[src/rtl/bloom_pkg.sv]
// Shared types for the bloom filter bitmap: request opcodes and clear-sequencer states.
package bloom_pkg;

    typedef enum logic {
        BLOOM_QUERY  = 1'b0,
        BLOOM_INSERT = 1'b1
    } bloom_op_e;

    typedef enum logic {
        BLOOM_IDLE  = 1'b0,
        BLOOM_CLEAR = 1'b1
    } bloom_state_e;

endpackage

[src/rtl/bloom_bitmap.sv]
// Bloom filter bitmap: single-bit query/insert with 1-cycle response, population count,
// and a word-per-cycle clear sequencer.
module bloom_bitmap
    import bloom_pkg::*;
#(
    parameter int BL_SIZE   = 256,
    parameter int HASH_SIZE = 8,
    parameter int WORD_W    = 32
) (
    input  logic                         clk_i,
    input  logic                         rst_ni,
    input  logic                         req_valid_i,
    output logic                         req_ready_o,
    input  logic                         req_op_i,
    input  logic [HASH_SIZE-1:0]         req_hash_i,
    input  logic                         clear_i,
    output logic                         busy_o,
    output logic                         resp_valid_o,
    output logic                         resp_hit_o,
    output logic [$clog2(BL_SIZE):0]     pop_cnt_o
);

    localparam int IDX_W = $clog2(BL_SIZE);
    localparam int WORDS = BL_SIZE / WORD_W;
    localparam int WAW   = (WORDS > 1) ? $clog2(WORDS) : 1;
    localparam int BW    = (WORD_W > 1) ? $clog2(WORD_W) : 1;
    localparam int PW    = IDX_W + 1;

    bloom_state_e                   state;
    logic [WORDS-1:0][WORD_W-1:0]   mem;
    logic [WAW-1:0]                 clr_word;
    logic [PW-1:0]                  pop_cnt;
    logic                           resp_valid;
    logic                           resp_hit;

    logic [IDX_W-1:0]               idx;
    logic [WAW-1:0]                 word_sel;
    logic [BW-1:0]                  bit_sel;
    logic                           cur_bit;
    logic                           accept;
    logic                           is_insert;

    assign idx       = req_hash_i[IDX_W-1:0];
    assign word_sel  = WAW'(idx / WORD_W);
    assign bit_sel   = BW'(idx % WORD_W);
    assign cur_bit   = mem[word_sel][bit_sel];
    assign is_insert = (bloom_op_e'(req_op_i) == BLOOM_INSERT);

    // Ready is gated by reset so nothing is accepted while rst_ni is held low.
    assign req_ready_o = rst_ni && (state == BLOOM_IDLE) && !clear_i;
    assign accept      = req_valid_i && req_ready_o;

    always_ff @(posedge clk_i or negedge rst_ni) begin
        if (!rst_ni) begin
            state      <= BLOOM_IDLE;
            mem        <= '0;
            clr_word   <= '0;
            pop_cnt    <= '0;
            resp_valid <= 1'b0;
            resp_hit   <= 1'b0;
        end else begin
            resp_valid <= accept;
            resp_hit   <= accept && cur_bit;
            case (state)
                BLOOM_IDLE: begin
                    if (clear_i) begin
                        // Count is dropped on entry so it reads 0 for the whole sweep.
                        state    <= BLOOM_CLEAR;
                        clr_word <= '0;
                        pop_cnt  <= '0;
                    end else if (accept && is_insert) begin
                        mem[word_sel][bit_sel] <= 1'b1;
                        if (!cur_bit && pop_cnt != PW'(BL_SIZE))
                            pop_cnt <= pop_cnt + PW'(1);
                    end
                end
                BLOOM_CLEAR: begin
                    mem[clr_word] <= '0;
                    if (clr_word == WAW'(WORDS - 1)) begin
                        state    <= BLOOM_IDLE;
                        clr_word <= '0;
                    end else begin
                        clr_word <= clr_word + WAW'(1);
                    end
                end
                default: state <= BLOOM_IDLE;
            endcase
        end
    end

    assign busy_o       = (state == BLOOM_CLEAR);
    assign resp_valid_o = resp_valid;
    assign resp_hit_o   = resp_hit;
    assign pop_cnt_o    = pop_cnt;

endmodule

[config.mk]
export PLATFORM = sky130hd
export DESIGN_NAME = bloom_bitmap
export DESIGN_NICKNAME = d
export VERILOG_FILES = /design/src/rtl/bloom_pkg.sv /design/src/rtl/bloom_bitmap.sv
export SDC_FILE = /design/constraint.sdc
export NUM_CORES = 1
export LEC_CHECK = 0
export ABC_AREA = 1
export CORE_MARGIN = 1
export CORE_UTILIZATION = 35
export DETAILED_ROUTE_END_ITERATION = 16
export HOLD_SLACK_MARGIN = 0.1
export SKIP_CTS_REPAIR_TIMING = 1
export SLEW_MARGIN = 30
export SYNTH_ARGS = -nofsm -noshare
export SYNTH_HDL_FRONTEND = slang
export SYNTH_SLANG_ARGS = --single-unit
[constraint.sdc]
create_clock -name clk_i -period 2.3 [get_ports clk_i]
set_clock_uncertainty 0.15 [all_clocks]
set_input_delay 0.23 -clock clk_i [delete_from_list [all_inputs] [get_ports clk_i]]
set_output_delay 0.23 -clock clk_i [all_outputs]
set_load 0.02 [all_outputs]
-- After elaboration in Yosys (flattened, before gate mapping)
Cells that the tools add are included.
- bits in registers: 271
- input bits: 13
- output and inout port bits: 13
- word-level logic and storage cells: 67
- add/subtract/negate cells: 2
- magnitude comparators: 6
- equality and inequality tests: 5
- mux-type cells: 22
- bitwise gates (word level): 4
- reductions and logical operators: 15
- operators with widths (operator ; number):
    $mux W256 ; 2
    $pmux W256 S2 ; 1
    $and A256 B256 Y256 ; 1
    $not A256 Y256 ; 1
    $or A256 B256 Y256 ; 1
    $demux W32 S3 ; 2
    $bmux W32 S3 ; 1
    $mux W32 ; 3
    $mux W9 ; 3
    $add A9 B1 Y9 const B ; 1
    $logic_and A1 B1 Y1 ; 9
    $ne A9 B9 Y1 const B ; 1
    $lt A3 B4 Y1 const B ; 2
    $ge A3 B1 Y1 const B ; 2
    $lt A5 B6 Y1 const B ; 1
    $mux W3 ; 2
    $pmux W3 S2 ; 1
    $bmux W1 S5 ; 1
    $demux W1 S5 ; 1
    $ge A5 B1 Y1 const B ; 1
    $mux W1 ; 4
    $ne A2 B2 Y1 const B ; 2
    $reduce_bool A2 Y1 ; 2
    $add A3 B1 Y3 const B ; 1
    other kinds (7) ; 8

-- Logic depth before layout (Yosys ltp)
- depth in word-level cells: 10
- mapped depth: 18

-- Worst setup path before layout
Ideal clock, no wire load.
- path type: reg-to-reg
- from: register state (netlist: busy_o)
- to: register mem[63] (netlist name)
- setup time: 0.078 ns
- arrival: 2.027 ns
- required time: 2.072 ns
- path slack: 0.045 ns
- cell stages (with the launch flop): 15
- clock period less this slack: 2.255 ns
- cells stage by stage: dfrtp_1 buf_2 inv_2 nand2_1 nor2_2 nand2_1 inv_2 nand2_1 nand2_1 inv_1 nor2_4 nand2_1 inv_1 nand3_1 a21oi_1
- word-level cells in the longest chain between the ends: 7
- ends and longest elaborated chain (what ; line ; text):
    from (decl) ; bloom_bitmap.sv:29 ; bloom_state_e state;
    from (signal assigned) ; bloom_bitmap.sv:55 ; state <= BLOOM_IDLE;
    from (signal assigned) ; bloom_bitmap.sv:68 ; state <= BLOOM_CLEAR;
    from (signal assigned) ; bloom_bitmap.sv:80 ; state <= BLOOM_IDLE;
    $not A1 Y1 (no source line) ; n/a ;
    $logic_and A1 B1 Y1 (2 in series) ; bloom_bitmap.sv:50 ; assign req_ready_o = rst_ni && (state == BLOOM_IDLE) && !clear_i;
    via req_ready_o ; bloom_bitmap.sv:13 ; output logic req_ready_o,
    $logic_and A1 B1 Y1 ; bloom_bitmap.sv:51 ; assign accept = req_valid_i && req_ready_o;
    via accept ; bloom_bitmap.sv:40 ; logic accept;
    $logic_and A1 B1 Y1 ; bloom_bitmap.sv:71 ; end else if (accept && is_insert) begin
    $ne A2 B1 Y1 (no source line) ; n/a ;
    $reduce_and A2 Y1 (no source line) ; n/a ;
    to (signal assigned) ; bloom_bitmap.sv:56 ; mem <= '0;
    to (signal, indexed assignment) ; bloom_bitmap.sv:72 ; mem[word_sel][bit_sel] <= 1'b1;
    to (signal, indexed assignment) ; bloom_bitmap.sv:78 ; mem[clr_word] <= '0;
    to (decl) ; bloom_bitmap.sv:30 ; logic [WORDS-1:0][WORD_W-1:0] mem;
The timed path passes the listed nets, and every way through them passes these cells.
A chain may end at the register's enable or synchronous reset.

-- Worst setup path in the final report
- from: register state (netlist: busy_o)
- to: output port req_ready_o
- word-level cells in the longest chain between the ends: 3
- ends and longest elaborated chain (what ; line):
    $not A1 Y1 (no source line) ; n/a
    $logic_and A1 B1 Y1 (2 in series) ; bloom_bitmap.sv:50
    to (decl) ; bloom_bitmap.sv:13
No other way between the ends.

==> impl_results.md <==
- Outcome: finished clean
- Die W: just under 200 µm
- Filler instances: between 3k and 4k
- Setup Total Neg Slack: 0 ns
- Final Cycle Share: between 90% and 100%
- Pwr dens: 930 nW/µm²
- Most common library cells after synthesis: nand2_1 (409), inv_1 (284), dfrtp_1 (271)
- Vias post-DR: about 12k
- Final Max Tran Viols: 0
- Iteration-0 DRC Markers: 918
- IO Pins: 26
- Worst r2r src: busy_o
- Most common cell in the netlist: nand2_1
- Seq cells post-synth: 271
- RSZ-0062 raised after global routing: yes
- Max_slew headroom: 56.2%
- Clock-pin slew on the worst setup and hold paths: about 0.060 ns
- # DRC: 0
- Worst path max stage delay: ~0.61 ns
- Core ar.: ~37000 µm²
- Share of layout cells above drive strength 1: between 10% and 20%
- Via-to-Cell Ratio: approximately 5.3
- Vias in the first global route: about 11k
- Async S/R FF share, synth: 100%
- CP startpoint: busy_o
- Row count: 70
- Wirelength per Cell: between 15 and 20 µm
- Hold Slack: around 0.11 ns
- Pre-Repair DR Iteration Count: 5
- Top cell type's share of synthesized area: between 50 and 60%
- Combinational fraction of design power: between 20% and 30%
- Final setup violation count: 0
- Post-Syn Area per Cell: a little over 8 µm²
- GRT Util Overall: between 20% and 30%
- Pin count of the biggest net entering global routing: 181
- Post-DP HPWL: between 20000 and 30000 µm
- Leak: just under 8 nW
- Critical path class: reg -> out
- Layout Nets: 1752
- Req. time, crit path: 1.92 ns
- Port buffer count: 25
- Cell Chain, Critical Path: inv_2 > nand2_1 > nor2_4 > clkdlybuf4s50_1
- Global-route wire length before repair: 65500 µm
- Starting Density: a little over a third
- Sw Ratio: between 30% and 40%
- Die H: 195 µm
- Antenna-violating nets left: 0
- Endpoints failing hold: 0
- Count of cell types in the netlist: 31
- Clk network pwr share: 29.2%
- Sw Pwr: roughly 5 mW
- ANT cells: 0
- Sequential fraction of design power: a little over two fifths
- Leading area contributor after synthesis: dfrtp_1
- Worst Tran Pin Value: ~0.66 ns
- Cells after Synth: 1612
- Synth area leaders: dfrtp_1 (52%), nand2_1 (12%), o22ai_1 (11%)
- Final wirelength: ~42000 µm
- Total global routing overflow: 0
- Syn Std Cell Area: ~13000 µm²
- CP startpoint kind: flop
- Area grow syn2layout: 23.5%
- Sequential element share of the synthesized area: 52.0%
- Number of antenna violations at the first check in global routing: 1
- Mapped Nets: 1629
- Clk Latency, worst-skew pair: ~0.56 ns
- Num CTS Buffers: 30
- Critical Path End Type: output pin
- H-Tree Level Count: 1
- Hold_sp: req_hash_i[6]
- Top_reg_cell synth: dfrtp_1
- Worst-path fanout max: 2
- Clock Tree Root: clkbuf_16
- Yosys warning count: 0
- EDFF count, synth: 0
- RePlAce Congestion: around 0.85
- Clock sink total: approximately 270
- Fin crit period: 2.21 ns
- Worst hold path class: in -> reg
- Crit-path slowest cell: clkdlybuf4s50_1
- Fmax: 453 MHz
- CTS tree: yes
- CP arrival: around 1.8 ns
- P_int: 9.98 mW
- Die area: around 38000 µm²
- Worst VDD drop: approximately 0.51 mV
- Max Cap Violations: 0
- Clock Tree Buf Depth: 3
[metrics by stage]
stage	instance area, µm²	cells	worst slack (ns)	util [%]	total power [mW]
floorplan	13000	1612	0.0454	-	8.86
global placement	15000	2160	-0.529	40.9	10.4
detailed placement	15000	2160	-0.596	40.9	10.5
CTS	15800	2209	-0.0422	43.3	14.9
global route	16100	2220	-0.00803	44.0	15.8
finish	16100	2220	0.0901	44.0	15.0
[power by group through the flow]
stage               Sequential (mW)  Combinational [mW]  Clock, mW
finish                         6.28                4.32       4.37
global route                   6.39                4.74       4.64
CTS                            6.28                4.19       4.45
detailed placement             6.36                4.17          0
global placement               6.32                4.09          0
floorplan                      6.26                2.60          0
[routing by layer]
layer / routed length (µm) / track usage (%)
met1: 18700 / 31.2
met3: 2730 / 3.18
met4: 1000 / 6.39
met2: 19100 / 34.7
met5: 0 / 0
[placed cells by master, fill, tap and decap left out, drive strengths merged]
cell / synthesis / routed
dfrtp: 271 / 271
ha: 4 / 4
and2: 1 / 1
o32ai: 15 / 15
clkbuf: 50 / 46
dlygate4sd3: 0 / 5
nor3b: 2 / 2
nor3: 18 / 18
clkinvlp: 0 / 1
o211ai: 21 / 21
nand3: 122 / 123
nor4: 4 / 4
a21oi: 5 / 5
o31ai: 1 / 1
o22ai: 237 / 237
inv: 286 / 285
nor2: 111 / 111
xor2: 3 / 3
nand2: 410 / 410
clkdlybuf4s50: 0 / 21
dlymetal6s2s: 0 / 2
o21ai: 3 / 3
clkinv: 3 / 6
xnor2: 1 / 1
nand4: 2 / 2
buf: 42 / 154
[state kept, by name (all words and copies together), names as in the netlist]
name,flops
mem,256
clr_word,3
resp_hit_o,1
resp_valid_o,1
pop_cnt_o,9
busy_o,1
[path summary, 6_finish.rpt]
| check | to | slack, ns | cells past startpoint |
|---|---|---|---|
| min in group asynchronous | clr_word[1] | 0.22 | 4 |
| worst max-delay path | req_ready_o | 0.09 | 4 |
| worst min-delay path | mem[255] | 0.11 | 6 |
| worst min register to register | mem[188] | 0.37 | 2 |
| max in group asynchronous | mem[244] | 0.81 | 5 |
| worst max register to register | mem[124] | 0.13 | 12 |
[final cells by class]
| type | count | area (µm²) | area share [%] |
|---|---|---|---|
| clock buffers | 46 | 851 | 5.29 |
| clock inverters | 3 | 26.3 | 0.163 |
| inverters | 289 | 1090 | 6.77 |
| multi-input cells | 961 | 4810 | 29.9 |
| flip-flops and latches | 271 | 6780 | 42.1 |
| well taps | 468 | 586 | 3.64 |
| repair buffers | 182 | 1950 | 12.1 |
[kinds of logic after synthesis]
kind of cell	count (synthesis)	share of synthesized area (%)
and+or+nand+nor	670	21.3
buffers and inverters	381	12.1
AOI/OAI and AO/OA	282	14.0
DFF	271	52.0
xor gates and xnor gates	4	0.269
adders and majority gates	4	0.384
[critical path, delay by kind of cell (launching register included)]
kind | cells | cell delay [ns]
buffers and inverters | 2 | 0.67
flip-flops | 1 | 0.39
AND/OR/NAND/NOR | 2 | 0.21
No activity file was read; power rests on OpenSTA's default activity.
